## src/rtl/sap1_controller.sv

```systemverilog
// SAP-1 control sequencer: a one-hot T1..T6 ring counter with combinational
// microcode decode of the IR opcode into every datapath strobe.
module sap1_controller #(
  parameter logic [3:0] OP_LDA = 4'b0000,
  parameter logic [3:0] OP_ADD = 4'b0001,
  parameter logic [3:0] OP_SUB = 4'b0010,
  parameter logic [3:0] OP_OUT = 4'b1110,
  parameter logic [3:0] OP_HLT = 4'b1111
) (
  input  logic       clk,
  input  logic       rst,
  input  logic       run,
  input  logic [3:0] opcode,
  output logic [5:0] t_state,
  output logic       cp,
  output logic       ep,
  output logic       lm,
  output logic       ce,
  output logic       li,
  output logic       ei,
  output logic       la,
  output logic       ea,
  output logic       su,
  output logic       eu,
  output logic       lb,
  output logic       lo,
  output logic       bus_sel,
  output logic       hlt
);

  typedef enum logic [5:0] {
    T1 = 6'b000001,
    T2 = 6'b000010,
    T3 = 6'b000100,
    T4 = 6'b001000,
    T5 = 6'b010000,
    T6 = 6'b100000
  } tstate_e;

  tstate_e state_q, state_d;
  logic    halt_q, halt_d;

  always_ff @(posedge clk or posedge rst) begin
    if (rst) begin
      state_q <= T1;
      halt_q  <= 1'b0;
    end else begin
      state_q <= state_d;
      halt_q  <= halt_d;
    end
  end

  // A HLT seen in T4 latches the halt flag instead of advancing, freezing the ring at T4.
  always_comb begin
    state_d = state_q;
    halt_d  = halt_q;
    if (run && !halt_q) begin
      if (state_q == T4 && opcode == OP_HLT) begin
        halt_d = 1'b1;
      end else begin
        case (state_q)
          T1:      state_d = T2;
          T2:      state_d = T3;
          T3:      state_d = T4;
          T4:      state_d = T5;
          T5:      state_d = T6;
          T6:      state_d = T1;
          default: state_d = T1;
        endcase
      end
    end
  end

  always_comb begin
    cp      = 1'b0;
    ep      = 1'b0;
    lm      = 1'b0;
    ce      = 1'b0;
    li      = 1'b0;
    ei      = 1'b0;
    la      = 1'b0;
    ea      = 1'b0;
    su      = 1'b0;
    eu      = 1'b0;
    lb      = 1'b0;
    lo      = 1'b0;
    bus_sel = 1'b0;
    if (!halt_q) begin
      case (state_q)
        T1: begin
          ep = 1'b1;
          lm = 1'b1;
        end
        T2: cp = 1'b1;
        T3: begin
          ce = 1'b1;
          li = 1'b1;
        end
        T4: begin
          case (opcode)
            OP_LDA, OP_ADD, OP_SUB: begin
              ei = 1'b1;
              lm = 1'b1;
            end
            OP_OUT: begin
              ea      = 1'b1;
              lo      = 1'b1;
              bus_sel = 1'b1;
            end
            default: ;
          endcase
        end
        T5: begin
          case (opcode)
            OP_LDA: begin
              ce = 1'b1;
              la = 1'b1;
            end
            OP_ADD, OP_SUB: begin
              ce = 1'b1;
              lb = 1'b1;
            end
            default: ;
          endcase
        end
        T6: begin
          // ADD and SUB share the ALU write-back; only the subtract select differs.
          case (opcode)
            OP_ADD: begin
              eu = 1'b1;
              la = 1'b1;
            end
            OP_SUB: begin
              eu = 1'b1;
              la = 1'b1;
              su = 1'b1;
            end
            default: ;
          endcase
        end
        default: ;
      endcase
    end
  end

  assign t_state = state_q;
  assign hlt     = halt_q;

endmodule
```

## config.mk

```make
export PLATFORM = sky130hd
export DESIGN_NAME = sap1_controller
export DESIGN_NICKNAME = d
export VERILOG_FILES = /design/src/rtl/sap1_controller.sv
export SDC_FILE = /design/constraint.sdc
export NUM_CORES = 1
export LEC_CHECK = 0
export BUFFER_PORTS_ARGS = -buffer_cell sky130_fd_sc_hd__buf_4
export CAP_MARGIN = 20
export CORE_UTILIZATION = 25
export CTS_BUF_LIST = sky130_fd_sc_hd__clkbuf_16
export DETAILED_ROUTE_END_ITERATION = 8
export PLACE_DENSITY_LB_ADDON = 0.15
export SLEW_MARGIN = 10
export SYNTH_ARGS = -nofsm -noshare
export SYNTH_HDL_FRONTEND = slang
export SYNTH_SLANG_ARGS = --single-unit
export TNS_END_PERCENT = 100
```

## constraint.sdc

```tcl
create_clock -name clk -period 5.1 [get_ports clk]
set_input_delay 0.51 -clock clk [delete_from_list [all_inputs] [get_ports clk]]
set_output_delay 0.51 -clock clk [all_outputs]
set_load 0.02 [all_outputs]
```

==> reports/metrics.yaml, run 1 <==
outcome:
  status: "finished clean"
finish:
  layout_common_cells: "26 x buf_4, 9 x nor2_1, 8 x nand2_1"
  stdcell_count: 120
  antenna_cells: 0
  syn2layout_area_growth_pct: 50.57
  nNetsFinal: 101
  layout_commonest_cell: "buf_4"
  drive_gt1_share_pct: 35.48
timing:
  slew_headroom_pct: 60.00
  fin_crit_ns: 2.721
  finalSetupTns_ns: 0
  setup_ws_ns: 2.379
  max_slew.worst_pin.slew_ns: 0.5979
  setup_viol: 0
  hold_viol_final: 0
  finalCritPeriodShare_pct: 53.35
  fin_skew_ns: 0.0007655
  slew_viol_final: 0
  rsz0062_at_grt: "false"
  max_freq_mhz: 367.5
global_routing:
  grt_remaining_overflow: 0
  grt_usage_pct: 13.59
  grt_pass1_vias: 511
  antenna_found_initial: 0
  grt_max_degree: 12
  grt_pass1_wl_um: 2366
yosys:
  synth-edff-count: 0
  syn_nets: 74
  async_reset_ff_share_pct: 100.0
  syn_inst: 67
  yosysSeqAreaShare_pct: 32.12
  synth_seq_cells: 7
  synth_cell_types: 29
  yosysWarningCount: 0
  synth_top_flop_cell: "dfrtp_1"
  synth_area_um2: 549.3
  avgSynthCellArea_um2: 8.198
clock_network:
  cts-htree-levels: 1
  root_buffer: "clkbuf_16"
  clkTransAtPathRegs_ns: 0.04
  clock_path_buffers: 2
  cts_made_buffers: 3
  cts-hold-fix-buffers: 0
  cts_resized: 0
  cts_tree: "yes"
  cts_setup_buffers: 0
  clock_latency_ns: 0.23
  cts.sink_count: 7
floorplan:
  die-area_um2: 2389
  die_h_um: 48.88
  initial_core_util_pct: 27.17
  rows: 16
  core-area_um2: 2022
  die-width_um: 48.88
  ios: 27
power_and_ir_drop:
  p_leak_nw: 0.3903
  power_density_nw_per_um2: 468.6
  power.total_mw: 0.3875
  vdd_drop_max_mv: 0.2882
route:
  drt_iter0_markers: 5
  vias: 582
  dr.pass1.iters: 4
  antenna_left: 0
  wl_um: 1495
  drt-wirelength-per-cell_um: 12.46
  drcViolationCount: 0
  vias_per_cell: 4.850
place:
  port_buffers: 26
  dp_slack_ns: 2.613
  globalplace.congestion: 0.8220
  dp_hpwl_um: 1158
  dp.cells: 116
worst_setup_path:
  r2r_slack_ns: 3.19
  path_max_fanout: 7
  worst_setup_path_start_kind: "flip-flop"
  worstSetupPathType: "flip-flop to primary output"
  timing.rr.end: "t_state[5]"
  reg2reg_from: "t_state[5]"
  endpoint_kind: "primary output"
  cp.arrival_ns: 2.21
  r2r_cells: 3
  crit_start: "t_state[5]"
  worstPathRequired_ns: 4.59
min_path:
  hold_path_class: "input pin to async pin"
job:
  drv_cap: 0
worst max-delay path, cell delays in order (launching register included):
cell     delay, ns
dfrtp_1       0.43
or4_4         0.59
or3_1         0.45
nor4_4        0.32
buf_4         0.19
power breakdown:
group	internal [mW]	switching (mW)
logic	0.0691	0.0865
registers	0.0722	0.0279
clock network	0.102	0.0299
total	0.243	0.144
synth_stat cells (2+ instances only):
library cell / instances / area [um^2]
inv_1: 2 / 7.510
o22ai_1: 2 / 12.51
or3_1: 3 / 18.77
nand3b_1: 2 / 15.01
nand2_1: 8 / 30.03
nor3_1: 3 / 15.01
nand4b_1: 2 / 17.52
nor2_1: 9 / 33.78
a21oi_1: 3 / 15.01
dfrtp_1: 6 / 150.1
nor2b_1: 3 / 18.77
buf_4: 2 / 15.01
o21ai_1: 6 / 30.03
layer usage:
layer  GRT usage, %  vias to the layer above  share of wire, %
met1          15.46                      258                43
met5              0                        -                 0
met2          21.06                       23                47
met4          10.29                        0               2.7
met3          4.361                        5               7.4
li1               -                      296                 -
metrics by stage:
stage / cell area, um^2 / util [%] / hold WS [ns]
after floorplan: 549.3 / - / 0.3127
after global placement: 748.2 / 37.00 / 0.4632
after detailed placement: 748.2 / 37.00 / 0.4611
after CTS: 827.0 / 40.90 / 0.2200
after global routing: 827.0 / 40.90 / 0.2432
final: 827.0 / 40.90 / 0.2105
area by class of cell:
type / count / area (um^2)
repair buffers: 26 / 195.2
fillers: 217 / 1195
multi-input cells: 54 / 335.3
flip-flops and latches: 7 / 176.4
clock buffers: 3 / 75.07
well taps: 27 / 33.78
inverters: 2 / 7.507
clock inverters: 1 / 3.754
worst max path at each step:
stage | to | slack, ns | cells past startpoint
2_1_floorplan | ea | 2.41 | 5
3_3_place_gp | lo | 2.66 | 4
3_5_place_dp | lo | 2.61 | 4
4_1_cts | lo | 2.37 | 4
5_1_grt | lo | 2.30 | 4
6_report | lo | 2.38 | 4
sequential cells by signal (all words and copies together) (netlist names):
signal,count
t_state,6
hlt,1
kinds of logic (layout without fill, tap and decap cells):
kind of cell    after synthesis  after routing  synth area share [%]
simple gates                 37             37                 38.95
compound gates               16             16                 20.50
buf+inv                       6             32                 6.833
xor+xnor                      1              1                 1.595
flops                         7              7                 32.12
Note: power is estimated with default switching activity, not from simulation.
==> run 2, diff against run 1 <==
Clock period 5.1 ns to 2.55 ns, I/O delays scaled along.
==> reports/metrics.yaml, run 2 (synthesis gave the netlist of run 1 again) <==
worst_setup_path:
  cp.arrival_ns: 2.21  # about the same
  path_max_fanout: 7  # unchanged
  worstPathRequired_ns: 2.30  # -2.29 ns
  endpoint_kind: "primary output"
  r2r_slack_ns: 0.64  # -2.55 ns
  worstSetupPathType: "flip-flop to primary output"
  endpoint: "lo"
  timing.rr.end: "t_state[5]"
  worst_setup_path_start_kind: "flip-flop"
  reg2reg_from: "t_state[5]"
  r2r_cells: 3  # unchanged
  crit_start: "t_state[5]"
route:
  vias: 589  # +1.2%
  antenna_left: 0  # unchanged
  dr.pass1.iters: 4  # unchanged
  drcViolationCount: 0  # unchanged
  vias_per_cell: 4.868  # +0.37%
  drt_iter0_markers: 5  # unchanged
  drt-wirelength-per-cell_um: 12.52  # +0.50%
  wl_um: 1515  # +1.3%
finish:
  seqCellArea_um2: 176.4  # unchanged
  antenna_cells: 0  # unchanged
  drive_gt1_share_pct: 35.11  # -0.38 points
  fillers: 217  # unchanged
  layout_commonest_cell: "buf_4"
  layout_common_cells: "26 x buf_4, 9 x nor2_1, 8 x nand2_1"
  largest_reg_flops: 6  # unchanged
  nNetsFinal: 102  # +0.99%
  syn2layout_area_growth_pct: 52.39
  multi_input_area_um2: 335.3  # unchanged
timing:
  finalSetupTns_ns: 0  # unchanged
  fin_skew_ns: 0.0007655  # +0.00000005600 ns
  setup_ws_ns: 0.08196  # -2.297 ns
  rsz0062_at_grt: "false"
  hold_viol_final: 0  # unchanged
  setup_viol: 0  # unchanged
  finalCritPeriodShare_pct: 96.79
  slew_headroom_pct: 60.43  # +0.43 points
  slew_viol_final: 0  # unchanged
  max_freq_mhz: 405.2
  max_slew.worst_pin.slew_ns: 0.5915  # -0.006390 ns
  fin_crit_ns: 2.468
clock_network:
  cts_made_buffers: 3  # unchanged
  cts.sink_count: 7  # unchanged
  clock_latency_ns: 0.23  # about the same
  cts_resized: 0  # unchanged
  cts_tree: "yes"
  clock_path_buffers: 2  # unchanged
  root_buffer: "clkbuf_16"
  clkTransAtPathRegs_ns: 0.04  # about the same
  cts-htree-levels: 1  # unchanged
place:
  dp_slack_ns: 0.3178  # -2.295 ns
  dp_hpwl_um: 1158  # unchanged
  globalplace.congestion: 0.8220  # unchanged
  port_buffers: 26  # unchanged
global_routing:
  use_met2_pct: 21.06  # unchanged
  grt_usage_pct: 13.59  # unchanged
  grt_pass1_vias: 511  # unchanged
  gr-usage-met3_pct: 4.361  # unchanged
  grt_remaining_overflow: 0  # unchanged
  top_usage_layer: "met2"
  antenna_found_initial: 0  # unchanged
  gr-usage-met1_pct: 15.46  # unchanged
  grt_max_degree: 12  # unchanged
  grt_pass1_wl_um: 2366  # unchanged
job:
  drv_cap: 0  # unchanged
floorplan:
  initial_core_util_pct: 27.17  # unchanged
  core-area_um2: 2022  # unchanged
  die_h_um: 48.88  # unchanged
  rows: 16  # unchanged
  die-area_um2: 2389  # unchanged
  ios: 27  # unchanged
  die-width_um: 48.88  # unchanged
min_path:
  whs_path_depth: 2
  hold_path_class: "input pin to flip-flop"
outcome:
  status: "finished clean"
power_and_ir_drop:
  p_leak_nw: 0.3945  # +1.1%
  power_density_nw_per_um2: 928.5  # +98%
  vdd_drop_max_mv: 0.5789  # +100%
run 2: changes by cell type in the layout (fill, tap and decap cells not counted):
cell	delta
dlygate4sd3_1	+1
run 2: critical path, cell delays in order, from the launching register on:
cell     delay (ns)
dfrtp_1        0.43
or4_4          0.59
or3_1          0.45
nor4_4         0.32
buf_4          0.19
run 2: per-layer routing:
| layer | vias up | routed length (um) |
|---|---|---|
| met2 | 24 | 718 |
| met4 | 0 | 41 |
| met3 | 5 | 113 |
| li1 | 298 | - |
| met5 | - | 0 |
| met1 | 262 | 642 |
run 2: area by class of cell:
class / instances / share of cell area [%]
multi-input cells: 54 / 40.06
well taps: 27 / 4.036
repair buffers: 27 / 24.51
inverters: 2 / 0.8969
clock buffers: 3 / 8.969
flip-flops and latches: 7 / 21.08
clock inverters: 1 / 0.4484
run 2: timing repair:
action / CTS / global route
buffers inserted: 0 / 0
hold buffers: 1 / 0
hold endpoints to repair: 6 / 0
run 2: per-stage QoR:
step | cell area (um^2) | cells | utilization [%] | hold slack (ns) | power, mW
6_report | 837.1 | 121 | 41.40 | 0.2375 | 0.7772
5_1_grt | 837.1 | 121 | 41.40 | 0.2512 | 0.8239
4_1_cts | 837.1 | 121 | 41.40 | 0.2393 | 0.7860
3_5_place_dp | 748.2 | 116 | 37.00 | 0.2061 | 0.5138
3_3_place_gp | 748.2 | 116 | 37.00 | 0.2082 | 0.5127
2_1_floorplan | 549.3 | 67 | - | 0.05767 | 0.3888
run 2: worst min path at each step:
stage	start	end	slack, ns
floorplan	rst	hlt	0.06
global placement	rst	t_state[3]	0.21
detailed placement	rst	t_state[2]	0.21
CTS	run	hlt	0.24
global route	run	hlt	0.25
finish	run	hlt	0.24
run 2: where the power goes:
| group | internal, mW | switching, mW | leakage [nW] |
|---|---|---|---|
| Combinational | 0.139 | 0.173 | 0.261 |
| Sequential | 0.145 | 0.0561 | 0.0912 |
| Clock | 0.204 | 0.0601 | 0.0423 |
| Total | 0.488 | 0.290 | 0.394 |
==> run 3, diff against run 2 <==
--- a/config.mk
+++ b/config.mk
@@ -9,2 +9,3 @@
 export CAP_MARGIN = 20
+export CORE_ASPECT_RATIO = 0.8
 export CORE_UTILIZATION = 25
==> constraint.sdc (replaced) <==
create_clock -name clk -period 2.55 [get_ports clk]
set_input_delay 0.1275 -clock clk [delete_from_list [all_inputs] [get_ports clk]]
set_output_delay 0.1275 -clock clk [all_outputs]
set_load 0.02 [all_outputs]
==> reports/metrics.yaml, run 3 (synthesis gave the netlist of run 1 again) <==
route:
  antenna_left: 0  # unchanged
  drt_iter0_markers: 15  # +10
  dr.pass1.iters: 4  # unchanged
  wl_um: 1576  # +4.0%
  wl_met1_um: 749  # +17%
  route.met3.wl_um: 68  # -40%
  dr_wl_met2_um: 741  # +3.2%
  drt-wirelength-per-cell_um: 13.36  # +6.7%
  drcViolationCount: 0  # unchanged
  vias: 596  # +1.2%
  top_layer_used: "met4"
  vias_per_cell: 5.051  # +3.8%
finish:
  layout_commonest_cell: "buf_4"
  fillers: 206  # -5.1%
  nNetsFinal: 102  # unchanged
  largest_reg_flops: 6  # unchanged
  syn2layout_area_growth_pct: 51.71
  stdcell_count: 118  # -2.5%
  drive_gt1_share_pct: 35.11  # unchanged
  antenna_cells: 0  # unchanged
  layout_common_cells: "26 x buf_4, 9 x nor2_1, 8 x nand2_1"
min_path:
  whs_endpoint: "hlt"
  worstHoldStart: "run"
  whs_path_depth: 2  # unchanged
  hold_path_class: "input pin to flip-flop"
worst_setup_path:
  endpoint_kind: "primary output"
  worstSetupPathType: "flip-flop to primary output"
  path_max_fanout: 7  # unchanged
  worstPathRequired_ns: 2.42  # +0.12 ns
  cp_num_buf_inv: 1  # unchanged
  cpMaxStageDelayCell: "or4_4"
  timing.rr.end: "t_state[1]"
  max_stage_delay_ns: 0.59  # about the same
  crit_family: "simple AND/OR/NAND/NOR gates"
  r2r_slack_ns: 0.67  # +0.03 ns
  reg2reg_from: "t_state[5]"
  cp.arrival_ns: 2.22  # about the same
  worst_setup_path_start_kind: "flip-flop"
  r2r_cells: 4  # +1
  path_cells: "or4_4 > or3_1 > nor4_4 > buf_4"
floorplan:
  ios: 27  # unchanged
  rows: 14  # -2
  core-area_um2: 1979  # -2.1%
  die-area_um2: 2390  # about the same
  die_h_um: 43.93  # -10%
  die-width_um: 54.41  # +11%
  initial_core_util_pct: 27.75  # +0.58 points
power_and_ir_drop:
  pwr-share-seq_pct: 25.8  # about the same
  power_density_nw_per_um2: 939.3  # +1.2%
  p_switching_mw: 0.2952  # +1.9%
  p_leak_nw: 0.3945  # unchanged
  intPower_mw: 0.4875  # about the same
  vdd_drop_max_mv: 0.7607  # +31%
  power.total_mw: 0.7828  # +0.71%
  power_frac_comb_pct: 40.6  # +0.4 points
  power.share.clock_pct: 33.6  # -0.4 points
  swShare_pct: 37.72  # +0.46 points
clock_network:
  cts_made_buffers: 3  # unchanged
  cts-hold-fix-buffers: 1  # unchanged
  cts-htree-levels: 1  # unchanged
  cts_resized: 0  # unchanged
  cts_setup_buffers: 0  # unchanged
  clock_path_buffers: 2  # unchanged
  root_buffer: "clkbuf_16"
  cts_tree: "yes"
  cts.sink_count: 7  # unchanged
  clkTransAtPathRegs_ns: 0.04  # about the same
  clock_latency_ns: 0.23  # about the same
place:
  port_buffers: 26  # unchanged
  dp.cells: 113  # -2.6%
  globalplace.congestion: 0.7975  # -3.0%
  dp_hpwl_um: 1127  # -2.7%
timing:
  hold_viol_final: 0  # unchanged
  max_slew.worst_pin.slew_ns: 0.5499  # -0.04165 ns
  finalCritPeriodShare_pct: 92.00  # -4.8 points
  rsz0062_at_grt: "false"
  finalSetupTns_ns: 0  # unchanged
  max_freq_mhz: 426.3  # +5.2%
  fin_crit_ns: 2.346  # -0.1221 ns
  slew_viol_final: 0  # unchanged
  hold_ws_ns: 0.1106  # -0.1269 ns
  setup_viol: 0  # unchanged
  slew_headroom_pct: 63.22  # +2.8 points
  fin_skew_ns: 0.004876  # +0.004111 ns
global_routing:
  grt_pass1_wl_um: 2490  # +5.2%
  grt_max_degree: 12  # unchanged
  antenna_found_initial: 0  # unchanged
  grt_pass1_vias: 538  # +5.3%
  grt_usage_pct: 14.69  # +1.1 points
  grt_remaining_overflow: 0  # unchanged
outcome:
  status: "finished clean"
job:
  drv_cap: 0  # unchanged
[run 3: cell counts in the layout (fill, tap and decap cells not counted)]
Identical to the previous run, type by type.
[run 3: layout make-up]
cell class	count	area, um^2	share of cell area, %
Multi-Input combinational cell	54	335.3	40.24
Sequential cell	7	176.4	21.17
Tap cell	24	30.03	3.604
Clock buffer	3	75.07	9.009
Clock inverter	1	3.754	0.4505
Inverter	2	7.507	0.9009
Timing Repair Buffer	27	205.2	24.62
[run 3: power groups by stage]
| stage | logic, mW | registers (mW) | clock network (mW) |
|---|---|---|---|
| floorplan | 0.169 | 0.220 | 0 |
| global placement | 0.315 | 0.201 | 0 |
| detailed placement | 0.312 | 0.204 | 0 |
| CTS | 0.318 | 0.203 | 0.265 |
| global route | 0.343 | 0.211 | 0.272 |
| finish | 0.318 | 0.202 | 0.263 |
[run 3: worst reg2reg max path: cells and delay by family (launching register included)]
| family | cells | cell delay (ns) |
|---|---|---|
| simple gates | 2 | 0.72 |
| compound gates | 2 | 0.65 |
| flops | 1 | 0.43 |
[run 3: metal layers]
metal,vias up,track usage (%)
met5,-,0
met4,0,3.590
met3,2,5.614
met2,18,19.51
met1,280,21.91
li1,296,-
[run 3: per-stage QoR]
stage	worst slack (ns)	instance area, um^2	util [%]
6_report	0.2041	833.3	42.10
5_1_grt	0.1250	833.3	42.10
4_1_cts	0.2030	833.3	42.10
3_5_place_dp	0.4542	744.5	37.61
3_3_place_gp	0.4807	744.5	37.61
2_1_floorplan	0.2452	549.3	-
[run 3: how the worst max path moves through the flow]
| stage | startpoint | endpoint | depth (start not counted) | slack [ns] |
|---|---|---|---|---|
| after floorplan | t_state[5] | ea | 5 | 0.25 |
| after global placement | t_state[5] | lo | 4 | 0.48 |
| after detailed placement | t_state[5] | lo | 4 | 0.45 |
| after CTS | t_state[5] | lo | 4 | 0.20 |
| after global routing | t_state[5] | lo | 4 | 0.13 |
| final | t_state[5] | lo | 4 | 0.20 |
